File: src/rtl/stopwatch_pkg.sv
// Shared types and constants for the stopwatch controller: FSM encoding,
// BCD digit width and the modulus of each display digit.
package stopwatch_pkg;

  localparam int DIGIT_W    = 4;
  localparam int MOD_TENTHS = 10;
  localparam int MOD_SEC_U  = 10;
  localparam int MOD_SEC_T  = 6;
  localparam int MOD_MIN    = 10;

  typedef enum logic [1:0] {
    IDLE  = 2'd0,
    RUN   = 2'd1,
    PAUSE = 2'd2,
    LAP   = 2'd3
  } state_t;

endpackage

File: src/rtl/bcd_digit.sv
// One modulo-MOD counting digit; carry flags the enabled wrap so the next
// digit up can use it directly as its enable.
module bcd_digit
  import stopwatch_pkg::*;
#(
  parameter int MOD = 10
) (
  input  logic               clk,
  input  logic               rst,
  input  logic               clr,
  input  logic               en,
  output logic [DIGIT_W-1:0] q,
  output logic               carry
);

  logic at_max;

  assign at_max = (q == DIGIT_W'(MOD - 1));
  assign carry  = en && at_max;

  always_ff @(negedge clk or negedge rst) begin
    if (!rst) begin
      q <= '0;
    end else if (clr) begin
      q <= '0;
    end else if (en) begin
      q <= at_max ? '0 : q + 1'b1;
    end
  end

endmodule

File: src/rtl/stopwatch_ctrl.sv
// Stopwatch controller: start/stop/lap/clear FSM, tenth-second prescaler,
// M:SS.T digit chain with sticky overflow and a lap-hold display register.
module stopwatch_ctrl
  import stopwatch_pkg::*;
#(
  parameter int TICK_DIV = 10
) (
  input  logic               clk,
  input  logic               rst,
  input  logic               start_stop,
  input  logic               lap,
  input  logic               clear,
  output logic [DIGIT_W-1:0] disp_tenths,
  output logic [DIGIT_W-1:0] disp_sec_u,
  output logic [DIGIT_W-1:0] disp_sec_t,
  output logic [DIGIT_W-1:0] disp_min,
  output logic               running,
  output logic               lap_active,
  output logic               ovf
);

  localparam int PW = (TICK_DIV > 2) ? $clog2(TICK_DIV) : 1;

  state_t state, next_state;

  logic [PW-1:0]      presc;
  logic               counting;
  logic               tick;
  logic               entering_lap;
  logic [DIGIT_W-1:0] q_tenths, q_sec_u, q_sec_t, q_min;
  logic               c_tenths, c_sec_u, c_sec_t, c_min;
  logic [DIGIT_W-1:0] lap_tenths, lap_sec_u, lap_sec_t, lap_min;

  assign counting     = (state == RUN) || (state == LAP);
  assign tick         = counting && (presc == PW'(TICK_DIV - 1));
  assign entering_lap = (next_state == LAP) && (state != LAP);

  always_ff @(negedge clk or negedge rst) begin
    if (!rst) begin
      state <= IDLE;
    end else begin
      state <= next_state;
    end
  end

  // Priority clear > start_stop > lap; losing commands are simply dropped.
  always_comb begin
    next_state = state;
    if (clear) begin
      next_state = IDLE;
    end else if (start_stop) begin
      unique case (state)
        IDLE:    next_state = RUN;
        RUN:     next_state = PAUSE;
        PAUSE:   next_state = RUN;
        LAP:     next_state = PAUSE;
        default: next_state = IDLE;
      endcase
    end else if (lap) begin
      if (state == RUN) begin
        next_state = LAP;
      end else if (state == LAP) begin
        next_state = RUN;
      end
    end
  end

  always_ff @(negedge clk or negedge rst) begin
    if (!rst) begin
      presc <= '0;
    end else if (clear || (state == IDLE)) begin
      presc <= '0;
    end else if (counting) begin
      presc <= (presc == PW'(TICK_DIV - 1)) ? '0 : presc + 1'b1;
    end
  end

  bcd_digit #(.MOD(MOD_TENTHS)) u_tenths (
    .clk(clk), .rst(rst), .clr(clear), .en(tick),     .q(q_tenths), .carry(c_tenths)
  );
  bcd_digit #(.MOD(MOD_SEC_U)) u_sec_u (
    .clk(clk), .rst(rst), .clr(clear), .en(c_tenths), .q(q_sec_u),  .carry(c_sec_u)
  );
  bcd_digit #(.MOD(MOD_SEC_T)) u_sec_t (
    .clk(clk), .rst(rst), .clr(clear), .en(c_sec_u),  .q(q_sec_t),  .carry(c_sec_t)
  );
  bcd_digit #(.MOD(MOD_MIN)) u_min (
    .clk(clk), .rst(rst), .clr(clear), .en(c_sec_t),  .q(q_min),    .carry(c_min)
  );

  // The snapshot takes the digits as they stood before this edge's tick.
  always_ff @(negedge clk or negedge rst) begin
    if (!rst) begin
      lap_tenths <= '0;
      lap_sec_u  <= '0;
      lap_sec_t  <= '0;
      lap_min    <= '0;
    end else if (clear) begin
      lap_tenths <= '0;
      lap_sec_u  <= '0;
      lap_sec_t  <= '0;
      lap_min    <= '0;
    end else if (entering_lap) begin
      lap_tenths <= q_tenths;
      lap_sec_u  <= q_sec_u;
      lap_sec_t  <= q_sec_t;
      lap_min    <= q_min;
    end
  end

  always_ff @(negedge clk or negedge rst) begin
    if (!rst) begin
      ovf <= 1'b0;
    end else if (clear) begin
      ovf <= 1'b0;
    end else if (c_min) begin
      ovf <= 1'b1;
    end
  end

  assign running     = counting;
  assign lap_active  = (state == LAP);
  assign disp_tenths = lap_active ? lap_tenths : q_tenths;
  assign disp_sec_u  = lap_active ? lap_sec_u  : q_sec_u;
  assign disp_sec_t  = lap_active ? lap_sec_t  : q_sec_t;
  assign disp_min    = lap_active ? lap_min    : q_min;

endmodule
File: config.mk
export PLATFORM = sky130hd
export DESIGN_NAME = stopwatch_ctrl
export DESIGN_NICKNAME = d
export VERILOG_FILES = /design/src/rtl/stopwatch_pkg.sv /design/src/rtl/bcd_digit.sv /design/src/rtl/stopwatch_ctrl.sv
export SDC_FILE = /design/constraint.sdc
export NUM_CORES = 1
export LEC_CHECK = 0
export ABC_AREA = 1
export CAP_MARGIN = 20
export CORE_UTILIZATION = 62
export DETAILED_ROUTE_END_ITERATION = 16
export DONT_BUFFER_PORTS = 1
export PLACE_DENSITY = 0.78
export SLEW_MARGIN = 20
export SYNTH_ARGS = -nofsm -noshare
export SYNTH_HDL_FRONTEND = slang
export SYNTH_SLANG_ARGS = --single-unit
export TNS_END_PERCENT = 50
File: constraint.sdc
create_clock -name clk -period 2.62 [get_ports clk]
set_input_delay 0.655 -clock clk [delete_from_list [all_inputs] [get_ports clk]]
set_output_delay 0.655 -clock clk [all_outputs]
set_load 0.02 [all_outputs]
==> results of run 1 <==
==> final cells by class <==
class | count | area, um2 | area share, %
clock inverter | 1 | 5.00 | 0.165
multi-input combinational | 207 | 1250 | 41.3
timing repair buffer | 64 | 577 | 19.0
sequential | 39 | 976 | 32.2
tap | 46 | 57.6 | 1.90
clock buffer | 6 | 51.3 | 1.69
inverter | 30 | 113 | 3.71
==> cell families after synthesis <==
| group | count (synthesis) |
|---|---|
| buf+inv | 39 |
| xor+xnor | 7 |
| mux | 2 |
| flops | 39 |
| simple gates | 152 |
| compound gates | 32 |
| fa+ha+maj | 14 |
==> repair_timing <==
item                       in CTS  in global routing
hold buffers                    0                  0
setup endpoints to repair      19                 25
setup buffers                   1                  4
gates resized for setup        10                 29
pin swaps                       3                  5
cloned                          0                  1
==> state kept, by name (all words and copies together), names as in the netlist <==
register    flops
presc           4
u_sec_u.q       4
lap_sec_u       4
u_sec_t.q       4
u_min.q         4
ovf             1
lap_sec_t       4
state           2
lap_min         4
lap_tenths      4
u_tenths.q      4
==> report_power, final <==
group          total [W]  internal (W)  switching (W)  leakage, nW
clock network   0.000318      0.000125       0.000194       0.0341
registers       0.000616      0.000611     0.00000513        0.542
logic           0.000132     0.0000577      0.0000738         1.09
total            0.00107      0.000794       0.000273         1.66
==> worst max-delay path by stage <==
stage | start | end | slack [ns] | depth (start not counted)
4_1_cts | state[0]$_DFF_NN0_ | disp_sec_t[2] | -0.81 | 3
2_1_floorplan | state[0]$_DFF_NN0_ | disp_min[0] | -0.47 | 3
3_5_place_dp | state[1]$_DFF_NN0_ | disp_sec_u[0] | -0.48 | 5
5_1_grt | state[0]$_DFF_NN0_ | disp_min[0] | -0.90 | 3
6_report | state[0]$_DFF_NN0_ | disp_sec_t[2] | -0.86 | 3
3_3_place_gp | state[1]$_DFF_NN0_ | disp_min[0] | -0.46 | 3
==> routing by layer <==
metal	vias to the layer above	routed length (um)	share of wire, %
li1	1046	-	-
met1	1015	2440	41
met2	97	2880	49
met3	19	419	7.1
met4	0	186	3.1
met5	-	0	0
==> cell usage in the layout, fill, tap and decap left out, types with 2 or more instances in the layout <==
cell type,instances
sky130_fd_sc_hd__nand2_1,74
sky130_fd_sc_hd__buf_4,50
sky130_fd_sc_hd__dfrtn_1,39
sky130_fd_sc_hd__nand3_1,35
sky130_fd_sc_hd__inv_1,28
sky130_fd_sc_hd__nor2_1,19
sky130_fd_sc_hd__ha_1,11
sky130_fd_sc_hd__buf_6,9
sky130_fd_sc_hd__o21ai_0,8
sky130_fd_sc_hd__xor2_1,7
sky130_fd_sc_hd__nand4_1,7
sky130_fd_sc_hd__o21ai_4,5
sky130_fd_sc_hd__o21ai_2,5
sky130_fd_sc_hd__o21ai_1,5
sky130_fd_sc_hd__clkbuf_4,5
sky130_fd_sc_hd__nor2_2,4
sky130_fd_sc_hd__nand2_4,4
sky130_fd_sc_hd__nand2_2,4
sky130_fd_sc_hd__o22ai_1,4
sky130_fd_sc_hd__a21oi_1,3
sky130_fd_sc_hd__buf_12,3
sky130_fd_sc_hd__inv_2,2
sky130_fd_sc_hd__mux2_4,2
sky130_fd_sc_hd__ha_4,2
==> critical path: stages, from the launching register on <==
cell and delay, ns:
sky130_fd_sc_hd__dfrtn_1 0.47, sky130_fd_sc_hd__ha_4 0.24, sky130_fd_sc_hd__buf_12 0.14, sky130_fd_sc_hd__mux2_4 0.33
==> through the flow <==
stage          power, W  TNS (ns)  util [%]  hold WS, ns
2_1_floorplan  0.000699     -9.70         -        0.431
3_3_place_gp   0.000733    -11.80      81.5        0.446
3_5_place_dp   0.000736    -13.08      81.5        0.448
4_1_cts         0.00105    -13.57      84.3        0.452
5_1_grt         0.00110    -15.32      89.4        0.491
6_report        0.00107    -14.37      89.4        0.457
==> qor.tcl, run 1 <==
set qor(irDropWorstVdd_mv) 0.339
set qor(worst_hold_path.num_cells) 2
set qor(synth_simple_gate_area_share_pct) 29.9
set qor(yosys.cell_types.count) 25
set qor(yosys_most_used_dff) {sky130_fd_sc_hd__dfrtn_1}
set qor(per_cell_via_count_in_the_routed_design) 5.54
set qor(grt.busiest_layer) {met2}
set qor(port-buffer-count) 0
set qor(drt_wl_total_um) 5930
set qor(holdPathEnd) {lap_tenths[3]$_DFFE_NN0P_}
set qor(crit-reg2reg-launch) {state[0]$_DFF_NN0_}
set qor(synth-edff-count) 0
set qor(layout_setup_ws_ns) -0.862
set qor(dr_total_vias) 2177
set qor(grt_use_met1_pct) 39.3
set qor(synth.yosys.warnings) 0
set qor(dp.cells) 380
set qor(crit_path_end_kind) {output pin}
set qor(post_synth_instance_area_um2) 2230
set qor(setup.worst_path.start_class) {flip-flop}
set qor(die_outline_area_um2) 3840
set qor(coreArea_um2) 3390
set qor(critPathMaxFanout) 7
set qor(required_ns) 1.97
set qor(synth_area_leader_cell) {sky130_fd_sc_hd__dfrtn_1}
set qor(run_status) {finished, violations left}
set qor(start_util_pct) 65.7
set qor(clockBufferDepth) 2
set qor(grt_use_met2_pct) 48.0
set qor(failing_checks) {setup timing}
set qor(grt_use_met3_pct) 5.18
set qor(ys_ff_latch) 39
set qor(cts_sinks) 39
set qor(grt_usage_pct) 29.2
set qor(register_to_register_path_depth) 13
set qor(via_count_of_the_first_global_routing_pass) 1939
set qor(die_x_um) 62.0
set qor(avgRoutedWirePerCell_um) 15.1
set qor(max_slew_headroom_pct) 80.1
set qor(synth_seq_area_share_pct) 43.8
set qor(dr.first_iter.drc_count) 204
set qor(rrSetupSlack_ns) 0.52
set qor(place_worst_setup_slack_ns) -0.480
set qor(drv.max_cap_violation_count) 0
set qor(post-dp-hpwl_um) 3570
set qor(place.gp.congestion) 0.847
set qor(core.rowCount) 21
set qor(yosysTopAreaCellShare_pct) 43.8
set qor(post_synth_mux_area_share_pct) 1.01
set qor(detailedRoute.firstPassIterationCount) 6
set qor(clock-skew-final_ns) 0.0115
set qor(critPathArrivalTime_ns) 2.83
set qor(pin_count) 24
set qor(synth.area.top_cells) {sky130_fd_sc_hd__dfrtn_1, sky130_fd_sc_hd__nand2_1, sky130_fd_sc_hd__ha_1}
set qor(fill_cells) 143
set qor(tightestPinTransition_ns) 0.298
set qor(cts_buffers) 5
set qor(post_synth.cell_area_avg_um2) 7.82
set qor(grt_first_pass_wirelength_um) 8200
set qor(flow.area_growth_from_synthesis_pct) 36.0
set qor(timing_hold_violations_final) 0
set qor(synth_compound_area_share_pct) 7.69
set qor(insertion_delay_ns) 0.33
set qor(regToRegEndpoint) {lap_tenths[1]$_DFFE_NN0P_}
set qor(combinational_family_with_the_most_area_after_synthesis) {simple AND/OR/NAND/NOR gates}
set qor(grt_start_max_net_pins) 40
set qor(dieHeight_um) 62.0
set qor(tritoncts_clock_tree) {done}
set qor(top_count_cell_post_synth) {sky130_fd_sc_hd__nand2_1}
set qor(yosys.area_share.xor_xnor_pct) 2.75
set qor(placed_cell_area_um2) 2760
set qor(async_flop_share_pct) 100
set qor(grt_overflow) 0
set qor(finalInstanceArea_um2) 3030
set qor(worstHoldPathType) {flip-flop to flip-flop}
set qor(number_of_nets_produced_by_synthesis) 304
set qor(path_clk_slew_ns) 0.08
set qor(synth_adder_area_share_pct) 7.86
set qor(final_layout_size_suffix_gt1_share_pct) 30.0
set qor(htree_num_levels) 2
set qor(cellLeakagePower_nw) 1.66
set qor(antenna_violations_before_repair) 0
set qor(crit_path_category) {flip-flop to output pin}
set qor(antennaDiodeCount) 0
set qor(finalNetCount) 366
set qor(cellPowerDensity_nw_per_um2) 352
set qor(unrepaired_setup_endpoints_after_global_routing) {yes}
set qor(setup-violations-final) 19
set qor(synthesis.instances) 285
set qor(layoutNonFillerInstCount) 393
set qor(netlist_top_cells_count) {sky130_fd_sc_hd__nand2_1, sky130_fd_sc_hd__dfrtn_1, sky130_fd_sc_hd__nand3_1, sky130_fd_sc_hd__inv_1, sky130_fd_sc_hd__o21ai_0}
set qor(drv_slew) 0
set qor(ant_nets) 0
set qor(post-route-drc-count) 0
set qor(clk_root_buffer_cell) {sky130_fd_sc_hd__clkbuf_4}
set qor(worst_hold_startpoint) {lap_tenths[3]$_DFFE_NN0P_}
Power figures use the tool's default switching activity.
==> inputs of run 2 (changes only) <==
--- a/config.mk
+++ b/config.mk
@@ -7,10 +7,13 @@
 export LEC_CHECK = 0
 export ABC_AREA = 1
 export CAP_MARGIN = 20
-export CORE_UTILIZATION = 62
+export CELL_PAD_IN_SITES_DETAIL_PLACEMENT = 0
+export CELL_PAD_IN_SITES_GLOBAL_PLACEMENT = 1
+export CORE_MARGIN = 2
+export CORE_UTILIZATION = 50
 export DETAILED_ROUTE_END_ITERATION = 16
 export DONT_BUFFER_PORTS = 1
-export PLACE_DENSITY = 0.78
+export PLACE_DENSITY_LB_ADDON = 0.1
 export SLEW_MARGIN = 20
 export SYNTH_ARGS = -nofsm -noshare
 export SYNTH_HDL_FRONTEND = slang
==> run 2 against run 1 <==
  * The run still ends with setup timing left
  * Critical path type unchanged
  * Combinational power is 5% lower
  * Worst hold slack worse by 0.0082 ns
  * Largest cell class unchanged
  * Clock skew is 0.0083 ns lower
  * Design area is 1.2% lower
  * Worst setup slack better by 0.11 ns
  * Critical path depth stayed put
  * Via count is 6.2% lower
  * Clock-buffer cell count stayed put
==> qor.tcl, run 2 (synthesis results as in run 1) <==
set qor(clockBufferDepth) 2
set qor(drt_wl_total_um) 5270
set qor(start_util_pct) 51.5
set qor(flow.area_growth_from_synthesis_pct) 34.5
set qor(tightestPinTransition_ns) 0.291
set qor(post-route-drc-count) 0
set qor(critPathArrivalTime_ns) 2.72
set qor(clk_root_buffer_cell) {sky130_fd_sc_hd__clkbuf_8}
set qor(die_outline_area_um2) 5010
set qor(crit_path_top_delay_cell) {sky130_fd_sc_hd__dfrtn_1}
set qor(critPathMaxFanout) 11
set qor(crit_path_max_incr_delay_ns) 0.45
set qor(grt_usage_pct) 23.3
set qor(place_worst_setup_slack_ns) -0.452
set qor(grt_first_pass_wirelength_um) 9260
set qor(worst_path_dominant_cell_family) {flip-flops}
set qor(grt_overflow) 0
set qor(layoutNonFillerInstCount) 398
set qor(required_ns) 1.97
set qor(unrepaired_setup_endpoints_after_global_routing) {yes}
set qor(worstPathCellList) {ha_4, buf_12, mux2_4}
set qor(worstHoldPathType) {flip-flop to flip-flop}
set qor(timing_hold_violations_final) 0
set qor(die_x_um) 70.8
set qor(setup.worst_path.start_class) {flip-flop}
set qor(insertion_delay_ns) 0.30
set qor(path_clk_slew_ns) 0.05
set qor(layout_common_cells) {sky130_fd_sc_hd__nand2_1, sky130_fd_sc_hd__buf_4, sky130_fd_sc_hd__dfrtn_1, sky130_fd_sc_hd__nand3_1, sky130_fd_sc_hd__inv_1}
set qor(cts_sinks) 39
set qor(cts_buffers) 5
set qor(crit_path_category) {flip-flop to output pin}
set qor(layout_setup_ws_ns) -0.755
set qor(port-buffer-count) 0
set qor(layout.cells.most_common) {sky130_fd_sc_hd__nand2_1}
set qor(multi_input_area_um2) 1220
set qor(cellPowerDensity_nw_per_um2) 390
set qor(finalInstanceArea_um2) 3000
set qor(core.rowCount) 24
set qor(irDropWorstVdd_mv) 0.308
set qor(drv.max_cap_violation_count) 0
set qor(avgRoutedWirePerCell_um) 13.2
set qor(dr_total_vias) 2042
set qor(setup-violations-final) 19
set qor(dr.first_iter.drc_count) 86
set qor(tritoncts_clock_tree) {done}
set qor(final_layout_size_suffix_gt1_share_pct) 28.6
set qor(failing_checks) {setup timing}
set qor(dieHeight_um) 70.8
set qor(detailedRoute.firstPassIterationCount) 4
set qor(coreArea_um2) 4320
set qor(dp.cells) 388
set qor(seq_area_um2) 976
set qor(place.gp.congestion) 0.802
set qor(fill_cells) 364
set qor(drv_slew) 0
set qor(via_count_of_the_first_global_routing_pass) 2062
set qor(totalNegativeSetupSlack_ns) -12.59
set qor(pin_count) 24
set qor(crit_path_end_kind) {output pin}
set qor(placed_cell_area_um2) 2770
set qor(antennaDiodeCount) 0
set qor(htree_num_levels) 2
set qor(antenna_violations_before_repair) 0
set qor(finalNetCount) 365
set qor(fin_hold_ws_ns) 0.449
set qor(post-dp-hpwl_um) 3720
set qor(cellLeakagePower_nw) 1.59
set qor(grt_start_max_net_pins) 40
set qor(per_cell_via_count_in_the_routed_design) 5.13
set qor(max_slew_headroom_pct) 80.6
set qor(critical_path.n_buffers_inverters) 1
set qor(ant_nets) 0
set qor(clock-skew-final_ns) 0.00316
set qor(run_status) {finished, violations left}
set qor(holdBufCountCts) 0
==> run 2: changes by cell type in the layout (fill, tap and decap cells not counted), moves of 2 or more <==
cell and delta:
sky130_fd_sc_hd__o21ai_1 +2, sky130_fd_sc_hd__nand2_4 -4, sky130_fd_sc_hd__nand2_2 +2, sky130_fd_sc_hd__clkbuf_8 +5, sky130_fd_sc_hd__nand2_1 +2, sky130_fd_sc_hd__o21ai_4 -2
sky130_fd_sc_hd__clkbuf_4 -5
==> run 2: final timing paths <==
| kind | start | slack, ns | endpoint | cells past startpoint |
|---|---|---|---|---|
| max | state[0]$_DFF_NN0_ | -0.75 | disp_sec_t[2] | 3 |
| min | lap_tenths[2]$_DFFE_NN0P_ | 0.45 | lap_tenths[2]$_DFFE_NN0P_ | 2 |
| min in group asynchronous | rst | 1.24 | lap_sec_u[2]$_DFFE_NN0P_ | 0 |
| min reg2reg | lap_tenths[2]$_DFFE_NN0P_ | 0.45 | lap_tenths[2]$_DFFE_NN0P_ | 2 |
| max in group asynchronous | rst | 1.26 | u_sec_u.q[1]$_DFFE_NN0P_ | 0 |
| max reg2reg | state[0]$_DFF_NN0_ | 0.67 | u_min.q[0]$_DFFE_NN0P_ | 10 |
==> run 2: routing by layer <==
layer	part of all wire (%)	track usage, %	routed length (um)
met4	0.78	5.87	41
met1	49	30.6	2570
met2	47	39.3	2470
met3	3.5	5.41	183
met5	0	0	0
==> run 2: repair_timing <==
action | 4_1_cts | 5_1_grt
setup endpoints to repair | 19 | 31
buffers inserted | 2 | 1
gates resized for setup | 13 | 17
pin swaps | 4 | 3
==> run 2: power by group <==
part	internal, W	switching [W]	leakage (nW)
Combinational	0.0000546	0.0000710	1.01
Clock	0.000207	0.000220	0.0470
Sequential	0.000611	0.00000561	0.542
==> run 2: layout make-up <==
class / count / share of cell area, %
Tap cell: 52 / 2.17
Timing Repair Buffer: 63 / 17.9
Sequential cell: 39 / 32.6
Multi-Input combinational cell: 207 / 40.7
Clock buffer: 6 / 2.76
Clock inverter: 1 / 0.167
Inverter: 30 / 3.76
==> run 2: stage by stage <==
step | total power, W | util (%)
finish | 0.00117 | 69.3
global route | 0.00121 | 69.3
global placement | 0.000737 | 64.1
CTS | 0.00117 | 67.7
detailed placement | 0.000737 | 64.1
floorplan | 0.000699 | -
==> run 2: worst register-to-register path, stage by stage, from the launching register on <==
cell	delay, ns
sky130_fd_sc_hd__dfrtn_1	0.45
sky130_fd_sc_hd__buf_4	0.13
sky130_fd_sc_hd__buf_6	0.11
sky130_fd_sc_hd__ha_4	0.15
sky130_fd_sc_hd__nor2_4	0.04
sky130_fd_sc_hd__inv_2	0.10
sky130_fd_sc_hd__nand2_1	0.11
sky130_fd_sc_hd__nor2_2	0.22
sky130_fd_sc_hd__nand3_1	0.29
sky130_fd_sc_hd__nand3_1	0.14
sky130_fd_sc_hd__nand2_1	0.06
